<file path="config.mk">
export PLATFORM = sky130hd
export DESIGN_NAME = time_set_ctrl
export DESIGN_NICKNAME = d
export VERILOG_FILES = /design/src/rtl/clock_pkg.sv /design/src/rtl/btn_debounce.sv /design/src/rtl/time_set_ctrl.sv
export SDC_FILE = /design/constraint.sdc
export NUM_CORES = 1
export LEC_CHECK = 0
export ABC_AREA = 0
export BUFFER_PORTS_ARGS = -buffer_cell sky130_fd_sc_hd__clkbuf_2
export CORE_ASPECT_RATIO = 1.25
export CORE_MARGIN = 2
export CORE_UTILIZATION = 45
export CTS_BUF_LIST = sky130_fd_sc_hd__clkbuf_16
export CTS_CLUSTER_DIAMETER = 200
export CTS_CLUSTER_SIZE = 20
export DETAILED_ROUTE_END_ITERATION = 10
export SLEW_MARGIN = 20
export SYNTH_ARGS = -nofsm -noshare
export SYNTH_HDL_FRONTEND = slang
export SYNTH_SLANG_ARGS = --single-unit
</file>
<file path="constraint.sdc">
create_clock -name clk -period 3.5 [get_ports clk]
set_input_delay 0.7 -clock clk [delete_from_list [all_inputs] [get_ports clk]]
set_output_delay 0.7 -clock clk [all_outputs]
set_load 0.03 [all_outputs]
</file>
<file path="src/rtl/clock_pkg.sv">
// clock_pkg: shared state codes, field limits and BCD helpers
// for the digital clock front end.
package clock_pkg;

  typedef enum logic [1:0] {
    RUN      = 2'b00,
    SET_HOUR = 2'b01,
    SET_MIN  = 2'b10,
    SET_SEC  = 2'b11
  } state_e;

  localparam logic [1:0] SEL_NONE = 2'b00;
  localparam logic [1:0] SEL_HOUR = 2'b01;
  localparam logic [1:0] SEL_MIN  = 2'b10;
  localparam logic [1:0] SEL_SEC  = 2'b11;

  localparam int SEC_MAX  = 59;
  localparam int MIN_MAX  = 59;
  localparam int HOUR_MAX = 23;

  typedef struct packed {
    logic [2:0] tens;
    logic [3:0] ones;
  } bcd_t;

  function automatic bcd_t bcd_of(input int v);
    bcd_t r;
    r.tens = 3'(v / 10);
    r.ones = 4'(v % 10);
    return r;
  endfunction

  localparam bcd_t SEC_LIM  = bcd_of(SEC_MAX);
  localparam bcd_t MIN_LIM  = bcd_of(MIN_MAX);
  localparam bcd_t HOUR_LIM = bcd_of(HOUR_MAX);

  // Ones above 9 are clamped to 9; at or past the limit wraps to 00.
  function automatic bcd_t bcd_inc(
    input bcd_t v,
    input bcd_t lim
  );
    bcd_t       r;
    logic [3:0] ones;
    ones = (v.ones > 4'd9) ? 4'd9 : v.ones;
    r    = '0;
    if ((v.tens > lim.tens) ||
        ((v.tens == lim.tens) && (ones >= lim.ones))) begin
      r = '0;
    end else if (ones == 4'd9) begin
      r.tens = v.tens + 3'd1;
      r.ones = 4'd0;
    end else begin
      r.tens = v.tens;
      r.ones = ones + 4'd1;
    end
    return r;
  endfunction

endpackage

</file>
<file path="src/rtl/btn_debounce.sv">
// btn_debounce: two-flop synchronizer, stability filter and press pulse.
// The filtered level only moves after DEB_CYCLES steady cycles.
module btn_debounce #(
  parameter int DEB_CYCLES = 1_000_000
) (
  input  logic clk,
  input  logic clr_n,
  input  logic btn_i,
  output logic level_o,
  output logic press_o
);

  localparam int CW = (DEB_CYCLES > 1) ? $clog2(DEB_CYCLES) : 1;
  localparam logic [CW-1:0] CNT_LAST = CW'(DEB_CYCLES - 1);

  logic          sync1_q;
  logic          sync2_q;
  logic [CW-1:0] cnt_q;
  logic [CW-1:0] cnt_d;
  logic          lvl_q;
  logic          lvl_d;
  logic          press_q;
  logic          press_d;

  // Bring the raw button into the clock domain.
  always_ff @(posedge clk or negedge clr_n) begin
    if (!clr_n) begin
      sync1_q <= 1'b0;
      sync2_q <= 1'b0;
    end else begin
      sync1_q <= btn_i;
      sync2_q <= sync1_q;
    end
  end

  // Count steady cycles that disagree with the filtered level.
  always_comb begin
    cnt_d   = '0;
    lvl_d   = lvl_q;
    press_d = 1'b0;
    if (sync2_q != lvl_q) begin
      if (cnt_q == CNT_LAST) begin
        lvl_d   = sync2_q;
        press_d = sync2_q;
      end else begin
        cnt_d = cnt_q + 1'b1;
      end
    end
  end

  // Filter state and one-cycle press pulse.
  always_ff @(posedge clk or negedge clr_n) begin
    if (!clr_n) begin
      cnt_q   <= '0;
      lvl_q   <= 1'b0;
      press_q <= 1'b0;
    end else begin
      cnt_q   <= cnt_d;
      lvl_q   <= lvl_d;
      press_q <= press_d;
    end
  end

  assign level_o = lvl_q;
  assign press_o = press_q;

endmodule

</file>
<file path="src/rtl/time_set_ctrl.sv">
// time_set_ctrl: button front end, RUN/SET mode FSM, 1 Hz prescaler
// and preset generation. AUTO_REPEAT_EN adds hold-to-repeat on inc.
module time_set_ctrl
  import clock_pkg::*;
#(
  parameter int CLK_HZ = 50_000_000,
  parameter int DEB_MS = 20
) (
  input  logic       clk,
  input  logic       clr_n,
  input  logic       btn_mode,
  input  logic       btn_inc,
  input  logic [3:0] sec_q0,
  input  logic [2:0] sec_q1,
  input  logic [3:0] min_q0,
  input  logic [2:0] min_q1,
  input  logic [3:0] hour_q0,
  input  logic [1:0] hour_q1,
  output logic       tick_1hz,
  output logic       load_sec,
  output logic       load_min,
  output logic       load_hour,
  output logic [3:0] d0,
  output logic [2:0] d1,
  output logic [1:0] sel,
  output logic       blink
);

  localparam longint DEB_RAW = longint'(CLK_HZ) * DEB_MS / 1000;
  localparam int DEB_CYCLES = (DEB_RAW < 1) ? 1 : int'(DEB_RAW);

  localparam int PRE_W = (CLK_HZ > 2) ? $clog2(CLK_HZ) : 1;
  localparam logic [PRE_W-1:0] PRE_LAST = PRE_W'(CLK_HZ - 1);

  localparam int BL_CYC = (CLK_HZ >= 8) ? CLK_HZ / 4 : 2;
  localparam int BL_W   = $clog2(BL_CYC);
  localparam logic [BL_W-1:0] BL_LAST = BL_W'(BL_CYC - 1);

  state_e          state_q;
  state_e          state_d;
  logic            mode_p;
  logic            inc_p;
  logic            mode_lvl;
  logic            inc_lvl;
  logic            inc_fire;
  logic [PRE_W-1:0] pre_q;
  logic [PRE_W-1:0] pre_d;
  logic [BL_W-1:0] bl_cnt_q;
  logic [BL_W-1:0] bl_cnt_d;
  logic            blink_q;
  logic            blink_d;
  logic [3:0]      d0_q;
  logic [3:0]      d0_d;
  logic [2:0]      d1_q;
  logic [2:0]      d1_d;
  logic            ld_sec_q;
  logic            ld_sec_d;
  logic            ld_min_q;
  logic            ld_min_d;
  logic            ld_hour_q;
  logic            ld_hour_d;
  bcd_t            cur;
  bcd_t            lim;
  bcd_t            nxt;

  btn_debounce #(
    .DEB_CYCLES(DEB_CYCLES)
  ) u_deb_mode (
    .clk    (clk),
    .clr_n  (clr_n),
    .btn_i  (btn_mode),
    .level_o(mode_lvl),
    .press_o(mode_p)
  );

  btn_debounce #(
    .DEB_CYCLES(DEB_CYCLES)
  ) u_deb_inc (
    .clk    (clk),
    .clr_n  (clr_n),
    .btn_i  (btn_inc),
    .level_o(inc_lvl),
    .press_o(inc_p)
  );

`ifdef AUTO_REPEAT_EN
  localparam int HOLD_CYC = CLK_HZ / 2;
  localparam int REP_CYC  = (CLK_HZ >= 16) ? CLK_HZ / 8 : 2;
  localparam int HOLD_W   = $clog2(HOLD_CYC + 1);
  localparam int REP_W    = $clog2(REP_CYC);
  localparam logic [HOLD_W-1:0] HOLD_LAST = HOLD_W'(HOLD_CYC);
  localparam logic [REP_W-1:0]  REP_LAST  = REP_W'(REP_CYC - 1);

  logic [HOLD_W-1:0] hold_q;
  logic [HOLD_W-1:0] hold_d;
  logic [REP_W-1:0]  rep_q;
  logic [REP_W-1:0]  rep_d;
  logic              armed_q;
  logic              armed_d;
  logic              rep_fire;
  logic              unused_lvl;

  // Hold timer from the press, then a fixed-rate repeat until release.
  always_comb begin
    hold_d   = hold_q;
    rep_d    = rep_q;
    armed_d  = armed_q;
    rep_fire = 1'b0;
    if (!inc_lvl || (state_q == RUN) || mode_p) begin
      hold_d  = '0;
      rep_d   = '0;
      armed_d = 1'b0;
    end else if (!armed_q) begin
      if (hold_q == HOLD_LAST) begin
        armed_d  = 1'b1;
        rep_fire = 1'b1;
      end else begin
        hold_d = hold_q + 1'b1;
      end
    end else if (rep_q == REP_LAST) begin
      rep_d    = '0;
      rep_fire = 1'b1;
    end else begin
      rep_d = rep_q + 1'b1;
    end
  end

  // Auto-repeat timer registers.
  always_ff @(posedge clk or negedge clr_n) begin
    if (!clr_n) begin
      hold_q  <= '0;
      rep_q   <= '0;
      armed_q <= 1'b0;
    end else begin
      hold_q  <= hold_d;
      rep_q   <= rep_d;
      armed_q <= armed_d;
    end
  end

  assign inc_fire   = inc_p | rep_fire;
  assign unused_lvl = mode_lvl;
`else
  logic unused_lvl;

  assign inc_fire   = inc_p;
  assign unused_lvl = mode_lvl ^ inc_lvl;
`endif

  // Mode press walks the ring RUN -> HOUR -> MIN -> SEC -> RUN.
  always_comb begin
    state_d = state_q;
    if (mode_p) begin
      unique case (state_q)
        RUN:      state_d = SET_HOUR;
        SET_HOUR: state_d = SET_MIN;
        SET_MIN:  state_d = SET_SEC;
        SET_SEC:  state_d = RUN;
        default:  state_d = RUN;
      endcase
    end
  end

  // Next value of the edited field; a same-cycle mode press wins.
  always_comb begin
    cur       = '0;
    lim       = '0;
    ld_sec_d  = 1'b0;
    ld_min_d  = 1'b0;
    ld_hour_d = 1'b0;
    d0_d      = d0_q;
    d1_d      = d1_q;
    unique case (state_q)
      SET_HOUR: begin
        cur.tens = {1'b0, hour_q1};
        cur.ones = hour_q0;
        lim      = HOUR_LIM;
      end
      SET_MIN: begin
        cur.tens = min_q1;
        cur.ones = min_q0;
        lim      = MIN_LIM;
      end
      SET_SEC: begin
        cur.tens = sec_q1;
        cur.ones = sec_q0;
        lim      = SEC_LIM;
      end
      default: ;
    endcase
    nxt = bcd_inc(cur, lim);
    if (inc_fire && !mode_p && (state_q != RUN)) begin
      d0_d      = nxt.ones;
      d1_d      = nxt.tens;
      ld_hour_d = (state_q == SET_HOUR);
      ld_min_d  = (state_q == SET_MIN);
      ld_sec_d  = (state_q == SET_SEC);
    end
  end

  // Prescaler runs only while staying in RUN; blink only in SET.
  always_comb begin
    pre_d    = '0;
    bl_cnt_d = '0;
    blink_d  = 1'b0;
    if ((state_q == RUN) && (state_d == RUN)) begin
      pre_d = (pre_q == PRE_LAST) ? '0 : pre_q + 1'b1;
    end
    if ((state_q != RUN) && (state_d == state_q)) begin
      if (bl_cnt_q == BL_LAST) begin
        blink_d = ~blink_q;
      end else begin
        bl_cnt_d = bl_cnt_q + 1'b1;
        blink_d  = blink_q;
      end
    end
  end

  // State, preset and strobe registers.
  always_ff @(posedge clk or negedge clr_n) begin
    if (!clr_n) begin
      state_q   <= RUN;
      d0_q      <= '0;
      d1_q      <= '0;
      ld_sec_q  <= 1'b0;
      ld_min_q  <= 1'b0;
      ld_hour_q <= 1'b0;
    end else begin
      state_q   <= state_d;
      d0_q      <= d0_d;
      d1_q      <= d1_d;
      ld_sec_q  <= ld_sec_d;
      ld_min_q  <= ld_min_d;
      ld_hour_q <= ld_hour_d;
    end
  end

  // Prescaler and blink phase registers.
  always_ff @(posedge clk or negedge clr_n) begin
    if (!clr_n) begin
      pre_q    <= '0;
      bl_cnt_q <= '0;
      blink_q  <= 1'b0;
    end else begin
      pre_q    <= pre_d;
      bl_cnt_q <= bl_cnt_d;
      blink_q  <= blink_d;
    end
  end

  assign tick_1hz  = (state_q == RUN) && (pre_q == PRE_LAST);
  assign load_sec  = ld_sec_q;
  assign load_min  = ld_min_q;
  assign load_hour = ld_hour_q;
  assign d0        = d0_q;
  assign d1        = d1_q;
  assign sel       = state_q;
  assign blink     = blink_q;

endmodule

</file>
==> results of run 1 <==
## synthesized netlist by cell type, drive strengths merged
cell type	instances	area, sq um
a211oi	13	110
or3b	1	8.76
o22ai	1	6.26
nand4b	2	17.5
nand4	23	150
xnor2	28	245
nor2	48	180
dfrtp	111	2780
nor3b	3	22.5
nor3	27	135
xor2	23	201
nand3b	1	7.51
o21a	1	7.51
o21bai	1	7.51
and4	8	70.1
ha	19	238
nor4	9	56.3
a21o	2	15.0
and3b	1	8.76
mux2	3	33.8
a22oi	1	7.51
nor2b	1	6.26
nor4b	4	35.0
nand2b	5	31.3
a31o	1	8.76
or2	3	18.8
o21ai	19	95.1
inv	21	78.8
a222oi	6	60.1
o41ai	4	42.6
o31ai	28	210
clkbuf	15	56.3
or4b	1	10.0
nand3	33	175
nand2	41	154
nor4bb	1	10.0
or4	26	199
a21oi	29	145
buf	5	26.3
and2	3	18.8
and3	11	68.8
or3	15	93.8
## kinds of logic (layout without fill, tap and decap cells)
logic type,Yosys count,in the layout,synth area share (%)
multiplexers,3,3,0.577
AND/OR/NAND/NOR,267,267,25.3
buffers and inverters,41,80,2.76
other,0,1,0
AO/OA/AOI/OAI,106,106,12.2
adder cells (fa/ha/maj),19,19,4.06
flip-flops,111,111,47.5
XOR/XNOR,51,51,7.63
## power breakdown
part	switching, uW	internal (uW)	total, uW	leakage [uW]
clock	473	557	1030	0.000145
sequential	7.19	1290	1300	0.00149
combinational	44.2	20.0	64.2	0.000987
total	524	1870	2390	0.00262
## sequential cells by signal, indices dropped and copies added (netlist names), 2 cells and up
signal and flops:
bl_cnt_q 24, d0 4, d1 3, pre_q 26, sel 2, u_deb_inc.cnt_q 20
u_deb_mode.cnt_q 20
## placed cells by master (no fill, tap or decap), types with 2 or more instances in the layout
cell type,n
dfrtp_1,111
nor2_1,48
nand2_1,41
clkbuf_2,36
nand3_1,31
a21oi_1,29
xnor2_1,28
o31ai_1,28
nor3_1,26
or4_1,25
xor2_1,23
nand4_1,22
inv_1,22
o21ai_0,18
ha_1,18
or3_1,15
a211oi_1,12
and3_1,11
nor4_1,9
clkbuf_16,9
and4_1,8
a222oi_1,6
buf_4,6
nand2b_1,5
nor4b_1,4
nor3b_1,3
or2_2,3
and2_1,3
mux2_2,3
o41ai_1,3
a21o_1,2
nand3_2,2
nand4b_1,2
inv_6,2
## through the flow
step / instance area [sq um] / worst slack, ns / total power (uW)
after floorplan: 5850 / 0.408 / 1340
after global placement: 6230 / 0.479 / 1390
after detailed placement: 6230 / 0.284 / 1390
after CTS: 6530 / 0.259 / 2430
after global routing: 6530 / 0.0512 / 2490
final: 6530 / 0.413 / 2390
## area by class of cell
| type | instances | area [sq um] |
|---|---|---|
| multi-input cells | 446 | 2920 |
| clock buffers | 9 | 225 |
| clock inverters | 7 | 71.3 |
| fillers | 1169 | 6190 |
| diodes | 1 | 2.50 |
| well taps | 168 | 210 |
| repair buffers | 43 | 245 |
| flip-flops and latches | 111 | 2780 |
| inverters | 21 | 78.8 |
## routing by layer
metal	wire (um)	vias to the layer above	track usage (%)
li1	-	2293	-
met1	5890	2271	25.8
met2	5910	58	29.9
met3	616	23	5.26
met4	297	0	6.65
met5	0	-	0
## worst min-delay path by stage
| stage | start | end | slack, ns | cells past startpoint |
|---|---|---|---|---|
| floorplan | u_deb_inc.sync1_q$_DFF_PN0_ | u_deb_inc.sync2_q$_DFF_PN0_ | 0.33 | 0 |
| global placement | u_deb_mode.sync1_q$_DFF_PN0_ | u_deb_mode.sync2_q$_DFF_PN0_ | 0.33 | 0 |
| detailed placement | u_deb_mode.sync1_q$_DFF_PN0_ | u_deb_mode.sync2_q$_DFF_PN0_ | 0.33 | 0 |
| CTS | u_deb_mode.sync1_q$_DFF_PN0_ | u_deb_mode.sync2_q$_DFF_PN0_ | 0.35 | 0 |
| global route | u_deb_mode.sync1_q$_DFF_PN0_ | u_deb_mode.sync2_q$_DFF_PN0_ | 0.38 | 0 |
| finish | u_deb_mode.sync1_q$_DFF_PN0_ | u_deb_mode.sync2_q$_DFF_PN0_ | 0.35 | 0 |
==> results.toml, run 1 <==
[clocking]
hold_buffers = 0
htree_levels = 3
clk_path_buf_depth = 2
cts-resized-gates = 0
cts_tree = "done"
root_buffer = "clkbuf_16"
clock_latency_ns = 0.35
cts.sinks = 111
post_cts_buffers = 0
clk_pin_slew_worst_paths_ns = 0.07
cts_buffers = 9

[pwr]
p_leak_uw = 0.00262
ir_drop_mv = 0.264
power.density_nw_per_um2 = 366

[route]
final_antenna_net_count = 0
drt_pre_antenna_iters = 5
routed_via_density = 5.76
drc = 0
routedWlPerCell_um = 15.8
drt-initial-drc-count = 259
wirelength_um = 12700
vias = 4645

[sta]
worstMarginPinSlew_ns = 0.896
maxSlewViolCount = 0
tns_ns = 0
fin_skew_ns = 0.00612
setup_violations = 0
hold_slack_ns = 0.348
max_freq_ghz = 0.324
hold_viol = 0
rsz0062_at_grt = "false"
maxSlewHeadroom_pct = 40.2
fin_crit_sh_pct = 88.2
min_period_ns = 3.09

[setup_path]
crit_path_end_kind = "flip-flop"
reg2reg_slack_ns = 0.41
path_depth = 11
crit_path_max_fanout = 12
arrival_ns = 3.33
path_delay_family = "compound AO/OA/AOI/OAI gates"
cp_cell_sequence = "inv_1 > ha_2 > a222oi_1 > a21o_1 > a21oi_1 > inv_1 > ha_1 > nand2b_1 > a211oi_1 > a211oi_4 > o41ai_1"
slowest_stage = "dfrtp_1"
cp_num_buf_inv = 2
reg2reg_to = "d1[0]$_DFFE_PN0P_"
crit_end = "d1[0]$_DFFE_PN0P_"
cp-startpoint = "sel[0]$_DFF_PN0_"
reg2reg_from = "sel[0]$_DFF_PN0_"
max_stage_delay_ns = 0.46
crit_path_start_kind = "flip-flop"
cp_common_cell = "inv_1"
reg2regPathDepth = 11
worst_ep_required_time_ns = 3.74
path_class = "reg2reg"

[floorplan]
die_h_um = 131
core_sq_um = 12700
num_io_pins = 38
die_area_sq_um = 13900
die-width_um = 106
start_util_pct = 46.0
rows = 46

[final_layout]
synthToLayoutAreaGrowth_pct = 11.6
layoutNonFillerInstCount = 806
final_util_pct = 51.3
nets = 675
drive_gt1_share_pct = 11.3

[place]
gp_congestion = 0.812
port_buffers = 37
dpl.hpwl_um = 9030
dpl.cell_count = 789

[run_status]
run_status = "finished, final reports clean"

[grt]
grt_pass1_vias = 4515
grt_pass1_wl_um = 21800
gr-total-overflow = 0
grt_max_degree = 59
grt_use_total_pct = 19.2
antenna_found_initial = 1

[logic_synthesis]
yosysWarnings = 0
synth-seq-cells = 111
synth_cells = 598
syn_area_per_cell_sq_um = 9.78
synth_fp_nets = 641
ys_seq_area_share_pct = 47.5
synth_area_sq_um = 5850
synth_cell_types = 50

[job]
maxCapViolCount = 0

[min_path]
worstHoldPathType = "reg2reg"
(Power assumes the default switching activity.)
==> inputs of run 2 (changes only) <==
--- a/config.mk
+++ b/config.mk
@@ -7,6 +7,7 @@
 export LEC_CHECK = 0
 export ABC_AREA = 0
 export BUFFER_PORTS_ARGS = -buffer_cell sky130_fd_sc_hd__clkbuf_2
+export CAP_MARGIN = 10
 export CORE_ASPECT_RATIO = 1.25
 export CORE_MARGIN = 2
 export CORE_UTILIZATION = 45
@@ -14,6 +15,7 @@
 export CTS_CLUSTER_DIAMETER = 200
 export CTS_CLUSTER_SIZE = 20
 export DETAILED_ROUTE_END_ITERATION = 10
+export PLACE_DENSITY = 0.66
 export SLEW_MARGIN = 20
 export SYNTH_ARGS = -nofsm -noshare
 export SYNTH_HDL_FRONTEND = slang
==> results.toml, run 2 (synthesized netlist as in run 1, its figures left out) <==
[clocking]
cts_buffers = 9
htree_levels = 3
clk_pin_slew_worst_paths_ns = 0.07
post_cts_buffers = 0
clk_path_buf_depth = 2
clock_latency_ns = 0.35
cts_tree = "done"
root_buffer = "clkbuf_16"
cts.sinks = 111

[setup_path]
crit_path_end_kind = "flip-flop"
worst_ep_required_time_ns = 3.73
crit_path_max_fanout = 12
arrival_ns = 3.36
crit_path_start_kind = "flip-flop"
path_class = "reg2reg"

[floorplan]
die_h_um = 131
start_util_pct = 46.0
core_sq_um = 12700
die-width_um = 106
rows = 46
num_io_pins = 38
die_area_sq_um = 13900

[final_layout]
layout_commonest_cell = "dfrtp_1"
fill_cells = 1144
layoutNonFillerInstCount = 806
antenna_cells = 0
nets = 676
largest_reg_flops = 26
top_register = "pre_q"
reg_top3 = "pre_q x26, bl_cnt_q x24"
final_cell_mix = "dfrtp_1, nor2_1, nand2_1"
drive_gt1_share_pct = 11.3
synthToLayoutAreaGrowth_pct = 12.4

[sta]
maxSlewViolCount = 0
hold_viol = 0
setup_violations = 0
max_freq_ghz = 0.319
min_period_ns = 3.13
rsz0062_at_grt = "false"
maxSlewHeadroom_pct = 42.3
fin_skew_ns = 0.00676
worstMarginPinSlew_ns = 0.865
tns_ns = 0
fin_crit_sh_pct = 89.5

[route]
routed_via_density = 5.83
final_antenna_net_count = 0
routedWlPerCell_um = 15.7
wirelength_um = 12700
drc = 0
drt_pre_antenna_iters = 5
vias = 4699
drt-initial-drc-count = 271

[min_path]
worstHoldPathType = "reg2reg"

[pwr]
power.density_nw_per_um2 = 384
p_leak_uw = 0.00264
ir_drop_mv = 0.197

[place]
port_buffers = 37
dpl.hpwl_um = 9050
dpl.cell_count = 790
gp_congestion = 0.819

[grt]
antenna_found_initial = 0
grt_use_total_pct = 19.2
grt_max_degree = 62
grt_pass1_wl_um = 22000
grt_pass1_vias = 4558
gr-total-overflow = 0

[job]
maxCapViolCount = 0

[run_status]
run_status = "finished, final reports clean"
==> run 2: cell count changes in the layout (fill, tap and decap cells not counted) <==
cell / previous run / this run
bufinv_16: 1 / 3
clkinv_1: 1 / 3
buf_4: 6 / 7
clkinv_4: 1 / 0
clkinvlp_4: 1 / 0
diode_2: 1 / 0
inv_1: 22 / 21
inv_6: 2 / 1
==> run 2: repair_timing <==
action	4_1_cts	5_1_grt
setup endpoints to repair	0	3
gates resized for setup	0	1
hold buffers	0	0
==> run 2: area by class of cell <==
cell class	instances	area [sq um]	area share, %
well taps	168	210	3.20
clock buffers	9	225	3.43
multi-input cells	446	2920	44.4
repair buffers	44	253	3.84
inverters	21	78.8	1.20
clock inverters	7	110	1.67
flip-flops and latches	111	2780	42.3
==> run 2: worst max-delay path: stages, from the launching register on <==
cell and delay [ns]:
dfrtp_1 0.46, inv_1 0.16, ha_2 0.33, a222oi_1 0.15, a21o_1 0.21, a21oi_1 0.32
inv_1 0.09, ha_1 0.28, nand2b_1 0.14, a211oi_1 0.37, a211oi_4 0.15, o41ai_1 0.34
==> run 2: per-layer routing <==
| layer | track usage (%) | wire (um) |
|---|---|---|
| met5 | 0 | 0 |
| met4 | 7.60 | 208 |
| met3 | 3.27 | 565 |
| met2 | 29.4 | 6000 |
| met1 | 27.1 | 5910 |
==> run 2: path summary, 6_finish.rpt <==
check / from / cells after the start / slack [ns] / end
max: sel[0]$_DFF_PN0_ / 11 / 0.37 / d0[2]$_DFFE_PN0P_
min: u_deb_mode.sync1_q$_DFF_PN0_ / 0 / 0.35 / u_deb_mode.sync2_q$_DFF_PN0_
max reg2reg: sel[0]$_DFF_PN0_ / 11 / 0.37 / d0[2]$_DFFE_PN0P_
min reg2reg: u_deb_mode.sync1_q$_DFF_PN0_ / 0 / 0.35 / u_deb_mode.sync2_q$_DFF_PN0_
max in group asynchronous: clr_n / 2 / 2.35 / u_deb_inc.cnt_q[10]$_DFF_PN0_
min in group asynchronous: clr_n / 1 / 0.38 / bl_cnt_q[18]$_DFF_PN0_
==> run 2: power by group <==
group,internal (uW),total (uW),switching [uW]
clock network,695,1160,463
logic,20.8,66.8,46.0
registers,1290,1300,6.98
total,2010,2520,516
==> run 2: stage by stage <==
step | power [uW] | setup WS [ns] | utilization (%) | area (sq um) | hold WS, ns
global placement | 1390 | 0.484 | 49.0 | 6240 | 0.336
finish | 2520 | 0.367 | 51.7 | 6570 | 0.350
global route | 2600 | 0.0920 | 51.7 | 6570 | 0.358
floorplan | 1340 | 0.408 | - | 5850 | 0.331
CTS | 2550 | 0.217 | 51.7 | 6570 | 0.351
detailed placement | 1390 | 0.282 | 49.0 | 6240 | 0.335
